==> src/rtl/layer_sequencer_if.sv <==
// Start/valid run-control bundle between the layer sequencer (master) and the
// engines plus host/debug logic (slave).
interface layer_sequencer_if #(
    parameter int NUM_LAYERS = 4,
    parameter int CNT_W      = 32
);
    localparam int CUR_W = (NUM_LAYERS > 1) ? $clog2(NUM_LAYERS) : 1;

    logic                  run;
    logic                  abort;
    logic [NUM_LAYERS-1:0] layer_valid;
    logic [NUM_LAYERS-1:0] layer_start;
    logic [CUR_W-1:0]      cur_layer;
    logic                  busy;
    logic                  done;
    logic                  err_timeout;
    logic [CNT_W-1:0]      cycle_count;

    modport master (
        input  run, abort, layer_valid,
        output layer_start, cur_layer, busy, done, err_timeout, cycle_count
    );

    modport slave (
        output run, abort, layer_valid,
        input  layer_start, cur_layer, busy, done, err_timeout, cycle_count
    );
endinterface

==> src/rtl/layer_sequencer.sv <==
// Sequences NUM_LAYERS engines in strict order over a start/valid handshake,
// inserting a one-cycle gap between engines and timing out silent layers.
module layer_sequencer #(
    parameter int NUM_LAYERS = 4,
    parameter int TIMEOUT    = 1024,
    parameter int CNT_W      = 32
) (
    input  logic                      clk,
    input  logic                      rst_n,
    layer_sequencer_if.master         bus
);
    localparam int CUR_W = (NUM_LAYERS > 1) ? $clog2(NUM_LAYERS) : 1;
    localparam int TO_W  = $clog2(TIMEOUT);
    localparam logic [CUR_W-1:0] LAST_LAYER = CUR_W'(NUM_LAYERS - 1);
    localparam logic [TO_W-1:0]  TO_LAST    = TO_W'(TIMEOUT - 1);
    localparam logic [CNT_W-1:0] CNT_MAX    = {CNT_W{1'b1}};

    typedef enum logic [1:0] {
        ST_IDLE  = 2'd0,
        ST_RUN   = 2'd1,
        ST_GAP   = 2'd2,
        ST_ERROR = 2'd3
    } state_t;

    state_t                state_q, state_d;
    logic [CUR_W-1:0]      cur_q, cur_d;
    logic [TO_W-1:0]       to_cnt_q, to_cnt_d;
    logic [CNT_W-1:0]      cnt_q, cnt_d;
    logic                  err_q, err_d;
    logic                  done_q, done_d;
    logic                  busy_q, busy_d;
    logic [NUM_LAYERS-1:0] start_q, start_d;
    logic                  cur_valid_s;

    // Next-state, counters and the registered-output images of the next state.
    always_comb begin
        state_d     = state_q;
        cur_d       = cur_q;
        to_cnt_d    = to_cnt_q;
        err_d       = err_q;
        done_d      = 1'b0;
        cur_valid_s = bus.layer_valid[cur_q];

        if ((state_q == ST_RUN || state_q == ST_GAP) && (cnt_q != CNT_MAX)) begin
            cnt_d = cnt_q + CNT_W'(1);
        end else begin
            cnt_d = cnt_q;
        end

        case (state_q)
            ST_IDLE: begin
                if (bus.run && !bus.abort) begin
                    state_d  = ST_RUN;
                    cur_d    = {CUR_W{1'b0}};
                    cnt_d    = {CNT_W{1'b0}};
                    err_d    = 1'b0;
                    to_cnt_d = {TO_W{1'b0}};
                end else begin
                    state_d  = ST_IDLE;
                end
            end
            // Priority: abort, then the current layer's valid, then timeout.
            ST_RUN: begin
                if (bus.abort) begin
                    state_d = ST_IDLE;
                end else if (cur_valid_s) begin
                    to_cnt_d = {TO_W{1'b0}};
                    if (cur_q == LAST_LAYER) begin
                        state_d = ST_IDLE;
                        done_d  = 1'b1;
                    end else begin
                        state_d = ST_GAP;
                        cur_d   = cur_q + CUR_W'(1);
                    end
                end else if (to_cnt_q == TO_LAST) begin
                    state_d = ST_ERROR;
                    err_d   = 1'b1;
                end else begin
                    to_cnt_d = to_cnt_q + TO_W'(1);
                end
            end
            ST_GAP: begin
                to_cnt_d = {TO_W{1'b0}};
                if (bus.abort) begin
                    state_d = ST_IDLE;
                end else begin
                    state_d = ST_RUN;
                end
            end
            ST_ERROR: begin
                state_d = ST_IDLE;
            end
            default: begin
                state_d = ST_IDLE;
            end
        endcase

        busy_d  = (state_d == ST_RUN) || (state_d == ST_GAP);
        start_d = {NUM_LAYERS{1'b0}};
        if (state_d == ST_RUN) begin
            start_d[cur_d] = 1'b1;
        end else begin
            start_d = {NUM_LAYERS{1'b0}};
        end
    end

    // State and registered outputs; reset drops every start asynchronously.
    always_ff @(posedge clk or negedge rst_n) begin
        if (!rst_n) begin
            state_q  <= ST_IDLE;
            cur_q    <= {CUR_W{1'b0}};
            to_cnt_q <= {TO_W{1'b0}};
            cnt_q    <= {CNT_W{1'b0}};
            err_q    <= 1'b0;
            done_q   <= 1'b0;
            busy_q   <= 1'b0;
            start_q  <= {NUM_LAYERS{1'b0}};
        end else begin
            state_q  <= state_d;
            cur_q    <= cur_d;
            to_cnt_q <= to_cnt_d;
            cnt_q    <= cnt_d;
            err_q    <= err_d;
            done_q   <= done_d;
            busy_q   <= busy_d;
            start_q  <= start_d;
        end
    end

    assign bus.layer_start = start_q;
    assign bus.cur_layer   = cur_q;
    assign bus.busy        = busy_q;
    assign bus.done        = done_q;
    assign bus.err_timeout = err_q;
    assign bus.cycle_count = cnt_q;
endmodule

==> src/flat_wrapper.sv <==
// flat-port wrapper written by rule: the top's interface ports become plain ports
module layer_sequencer_flat 
#(
    parameter int NUM_LAYERS = 4,
    parameter int TIMEOUT    = 1024,
    parameter int CNT_W      = 32
)
  (clk, rst_n, bus_run, bus_abort, bus_layer_valid, bus_layer_start, bus_cur_layer, bus_busy, bus_done, bus_err_timeout, bus_cycle_count);
  layer_sequencer_if #(.NUM_LAYERS(NUM_LAYERS), .CNT_W(CNT_W)) bus_i ();
  input  logic clk;
  input  logic rst_n;
  input wire logic [$bits(bus_i.run)-1:0] bus_run;
  input wire logic [$bits(bus_i.abort)-1:0] bus_abort;
  input wire logic [$bits(bus_i.layer_valid)-1:0] bus_layer_valid;
  output wire logic [$bits(bus_i.layer_start)-1:0] bus_layer_start;
  output wire logic [$bits(bus_i.cur_layer)-1:0] bus_cur_layer;
  output wire logic [$bits(bus_i.busy)-1:0] bus_busy;
  output wire logic [$bits(bus_i.done)-1:0] bus_done;
  output wire logic [$bits(bus_i.err_timeout)-1:0] bus_err_timeout;
  output wire logic [$bits(bus_i.cycle_count)-1:0] bus_cycle_count;
  assign bus_i.run = bus_run;
  assign bus_i.abort = bus_abort;
  assign bus_i.layer_valid = bus_layer_valid;
  assign bus_layer_start = bus_i.layer_start;
  assign bus_cur_layer = bus_i.cur_layer;
  assign bus_busy = bus_i.busy;
  assign bus_done = bus_i.done;
  assign bus_err_timeout = bus_i.err_timeout;
  assign bus_cycle_count = bus_i.cycle_count;
  layer_sequencer #(.NUM_LAYERS(NUM_LAYERS), .TIMEOUT(TIMEOUT), .CNT_W(CNT_W)) u_core (.clk(clk), .rst_n(rst_n), .bus(bus_i));
endmodule
==> config.mk <==
export PLATFORM = sky130hd
export DESIGN_NAME = layer_sequencer_flat
export DESIGN_NICKNAME = d
export VERILOG_FILES = /design/src/rtl/layer_sequencer_if.sv /design/src/rtl/layer_sequencer.sv /design/src/flat_wrapper.sv
export SDC_FILE = /design/constraint.sdc
export NUM_CORES = 1
export LEC_CHECK = 0
export BUFFER_PORTS_ARGS = -buffer_cell sky130_fd_sc_hd__clkbuf_2
export CAP_MARGIN = 20
export CORE_ASPECT_RATIO = 1.1
export CORE_MARGIN = 2
export CORE_UTILIZATION = 35
export CTS_BUF_LIST = sky130_fd_sc_hd__clkbuf_16
export CTS_CLUSTER_DIAMETER = 80
export CTS_CLUSTER_SIZE = 12
export DETAILED_ROUTE_END_ITERATION = 7
export MAX_ROUTING_LAYER = met4
export PLACE_DENSITY = 0.63
export SYNTH_ARGS = -nofsm -noshare
export SYNTH_HDL_FRONTEND = slang
export SYNTH_SLANG_ARGS = --single-unit
==> constraint.sdc <==
create_clock -name clk -period 2.4 [get_ports clk]
set_clock_uncertainty 0.1 [all_clocks]
set_input_delay 0.48 -clock clk [delete_from_list [all_inputs] [get_ports clk]]
set_output_delay 0.48 -clock clk [all_outputs]
set_load 0.01 [all_outputs]
Word level (Yosys, flattened, before mapping)
Cells that the tools add are included.
Widths: inputs -> output; s select.
Cells by class
  add/sub/neg operators: 3
  order comparisons: 3
  eq/ne operators: 13
  multiplexer cells: 34
  reductions and logical operators: 11
Operator list (number)
  $mux 32: 3
  $mux 10: 4
  $add 32x1->32 const B: 1
  $ne 32x32->1 const B: 1
  $pmux 10 s3: 1
  $mux 2: 8
  $mux 1: 12
  $add 10x1->10 const B: 1
  $eq 10x10->1 const B: 1
  $eq 2x2->1 const B: 4
  $pmux 2 s4: 1
  $lt 2x3->1 const B: 2
  $ne 2x2->1 const B: 3
  $reduce_and 5->1: 1
  $eq 2x1->1 const B: 2
  $mux 4: 1
  $pmux 2 s2: 1
  $reduce_and 4->1: 1
  $logic_and 1x1->1: 3
  $ne 3x2->1 const B: 1
  $reduce_bool 3->1: 1
  $add 2x1->2 const B: 1
  $bmux 1 s2: 1
  $demux 1 s2: 1
  7 further kinds: 8
Storage, ports and cells
  register bits: 53
  input bits: 8
  output and inout port bits: 41

Logic depth before layout (Yosys ltp)
  depth in word-level cells: 10
  depth in mapped cells: 10
  gate-level depth less buffers: 8

Worst setup path before layout
No wires, ideal clock.
  kind: register -> register
  start point: register u_core.cnt_q[16], in the netlist u_core.bus.cycle_count[16]
  end point: register u_core.cnt_q[25], in the netlist u_core.bus.cycle_count[25]
  arrival time: 2.153 ns
  setup slack: 0.070 ns
  stages on the path, launching flop included: 6
  buffers on the path: 0
  period minus slack after synthesis: 2.330 ns
  path through: dfrtp_1 -> nand3_2 -> or4_4 -> or4_4 -> or4_1 -> a21oi_1
Between the ends
  cells in the longest elaborated chain, start to end: 5
  elaborated cells on any way between the ends: 6
  those cells by class: add/sub (1); eq/ne (1); mux (3); reduce/logical (1)
Ends and longest elaborated chain
  start, declared: line layer_sequencer.sv:28  | logic [CNT_W-1:0] cnt_q, cnt_d;
  start signal, assigned: line layer_sequencer.sv:113  | cnt_q <= {CNT_W{1'b0}};
  start signal, assigned: line layer_sequencer.sv:122  | cnt_q <= cnt_d;
  parallel branches: the longest is 2 deep, another holds $add 32x1->32
  $mux 32 *: line layer_sequencer.sv:44  | if ((state_q == ST_RUN || state_q == ST_GAP) && (cnt_q != CNT_MAX)) begin
  $mux 32: line layer_sequencer.sv:52  | if (bus.run && !bus.abort) begin
  $mux 32 *: line layer_sequencer.sv:50  | case (state_q)
  named net u_core.cnt_d[25]: line layer_sequencer.sv:28
Mark *: on every way through the listed nets, which the timed path passes.
A chain may end at the register's enable or synchronous reset.

Final worst setup path
  start point: register u_core.cnt_q[22], in the netlist u_core.bus.cycle_count[22]
  end point: register u_core.cnt_q[25], in the netlist u_core.bus.cycle_count[25]
Same word-level chain as after synthesis.

==> reports/results.txt <==
outcome = completed
worst flop-to-flop path endpoint = u_core.bus.cycle_count[25]
Reg clk slew, reported paths = 0.07 ns
Setup-failing EPs final = 0
crit path max fanout = 5
Seq cells post-synth = 53
initial DRC count = 143
via count = 2961
max cap viols = 0
P&R area growth vs syn = 19.4%
worst relative slew slack = 0.540
Tcrit/Tclk final = 0.968
clock buffer count from CTS = 5
top cells by area, synth = dfrtp_1, a21oi_1, nand2_1
clock sink count = 53
Syn. warnings = 0
largest net degree at the start of global routing = 54
drt pass-1 iters = 4
clock latency at the later pin of the worst-skew pair = 0.29 ns
Crit path arrival time = 2.44 ns
Switch Pwr = 0.507 mW
number of I/O port buffers = 48
Combinational Power Share = 0.130
core area = 8500 um2
FP Rows = 35
io pins = 49
die width = 93.6 um
final period demand of the worst path = 2.32 ns
Leak Pwr = 1.66 nW
hold crit path type = input port to asynchronous set/reset pin
Critical path destination = u_core.bus.cycle_count[25]
deepest clock path buffer count = 2
Sw Share = 0.267
crit start category = register
GRT overflow = 0
FILL cells = 836
drt wl/cell = 15.7 um
worst r2r path cells = 5
antenna violations before repair = 0
drt via density = 5.78
synth unique cells = 52
DRT Wirelength = 8050 um
kind of critical path = register to register
Post-synth EDFFs = 0
Clk pwr share = 0.364
pre-CTS WS = 0.115 ns
layout cell share with drive strength beyond 1 = 0.242
DRC viols = 0
most common library cells after synthesis = dfrtp_1, a21oi_1, nand2_1
CP required = 2.51 ns
gr usage total = 0.177
Cells after Synth = 337
hpwl dp = 5690 um
Area after DPL = 3540 um2
Least-Margin Pin Slew = 0.689 ns
Hold Buf Count CTS = 0
ys async rst share = 1.00
Synth Net Count = 352
nets@finish = 415
internal power = 1.39 mW
PwrDens = 516 nW/um2
Seq/Total Area, Yosys = 0.429
first-pass GRT wire length = 13300 um
Synth area leader = dfrtp_1
final hold viol count = 0
crit path from = u_core.bus.cycle_count[22]
final instance area = 3690 um2
root buf cell = clkbuf_16
vias in the first global route = 2772
die area = 9590 um2
Worst R2R Start = u_core.bus.cycle_count[22]
Synth Area per Inst = 9.16 um2
Cell Area, Synth = 3090 um2
most frequent cell after synthesis = dfrtp_1
final slew viol count = 0
CTS tree = done
htree depth = 2
commonest register cell after synthesis = dfrtp_1
GP Congestion = 0.873
share of the synthesized area in the top cell type = 0.429
Detail Route Antenna Nets = 0
Setup WS post-layout = 0.0757 ns
register-to-register setup slack = 0.08 ns
Die Y = 103 um
Max Fclk = 430 MHz
Starting Density = 0.363
Antenna Cells = 0
WHS = 0.214 ns
CP endpoint kind = register
VDD IR max = 0.295 mV
Seq pwr share = 0.506
## cells by family (layout without fill, tap and decap cells)
logic type / Yosys count / after routing / synth area share
muxes: 3 / 3 / 0.0142
buffers and inverters: 31 / 95 / 0.0535
DFF: 53 / 53 / 0.429
adders and majority gates: 7 / 7 / 0.0284
AOI/OAI and AO/OA: 92 / 92 / 0.191
xor gates and xnor gates: 1 / 1 / 0.00284
and+or+nand+nor: 150 / 150 / 0.281
## layout make-up
class | count | area [um2] | share of cell area
Clock buffer | 5 | 125 | 0.0339
Clock inverter | 3 | 12.5 | 0.00339
Inverter | 13 | 48.8 | 0.0132
Multi-Input combinational cell | 253 | 1600 | 0.434
Sequential cell | 53 | 1330 | 0.360
Tap cell | 111 | 139 | 0.0377
Timing Repair Buffer | 74 | 435 | 0.118
## through the flow
stage / TNS, ns / util / instances / power [mW]
floorplan: 0 / - / 337 / 1.12
global placement: 0 / 0.416 / 503 / 1.22
detailed placement: 0 / 0.416 / 503 / 1.23
CTS: 0 / 0.433 / 511 / 1.92
global route: -0.000459 / 0.434 / 512 / 1.99
finish: 0 / 0.434 / 512 / 1.90
## worst max-delay path, stage by stage, from the launching register on
cell     delay [ns]
dfrtp_1        0.42
nand2_2        0.10
or4_4          0.55
or4_4          0.52
or4_1          0.40
a21oi_1        0.15
## worst min-delay path by stage
stage / startpoint / endpoint / slack, ns / cells past startpoint
after global placement: u_core.to_cnt_q[8] / u_core.to_cnt_q[8] / 0.39 / 1
after detailed placement: u_core.to_cnt_q[0] / u_core.to_cnt_q[0] / 0.41 / 1
after global routing: rst_n / u_core.bus.cycle_count[5] / 0.29 / 2
after floorplan: rst_n / u_core.bus.busy / 0.08 / 0
final: rst_n / u_core.bus.cycle_count[26] / 0.21 / 2
after CTS: rst_n / u_core.bus.cycle_count[26] / 0.25 / 2
## power groups by stage
stage | clock, mW | sequential, mW | combinational (mW)
after CTS | 0.714 | 0.962 | 0.249
final | 0.692 | 0.962 | 0.247
after detailed placement | 0 | 0.978 | 0.249
after global routing | 0.746 | 0.966 | 0.275
after global placement | 0 | 0.978 | 0.245
after floorplan | 0 | 0.985 | 0.138
## what timing repair did
item | CTS | global route
endpoints found under the setup margin | 0 | 2
resized for setup | 0 | 2
setup buffers | 0 | 1
## state kept, by name, indices dropped and copies added (netlist names)
register	count
u_core.bus.cur_layer	2
u_core.bus.layer_start	4
u_core.bus.busy	1
u_core.bus.cycle_count	32
u_core.bus.err_timeout	1
u_core.bus.done	1
u_core.state_q	2
u_core.to_cnt_q	10
## layout by cell type (no fill, tap or decap), drive strengths merged, types with 2 or more instances in the layout
cell / count
nor2b: 2
a21oi: 32
o22a: 5
or3: 9
nand2b: 2
a31o: 3
nand4b: 5
inv: 13
nor2: 22
dfrtp: 53
nand2: 29
or4: 11
nor3: 7
nor3b: 2
clkinv: 3
and4: 7
buf: 26
clkbuf: 53
and2: 5
nor4: 5
nand3: 18
o21ai: 18
and3: 9
ha: 7
a41oi: 2
o31ai: 11
a31oi: 7
a41o: 4
nand4: 14
o41ai: 5
## layer usage
| metal | share of wire | track usage |
|---|---|---|
| met5 | 0 | - |
| met4 | 0.0096 | 0.0479 |
| met3 | 0.044 | 0.0292 |
| met2 | 0.49 | 0.299 |
| met1 | 0.46 | 0.221 |
(Power assumes the default switching activity.)
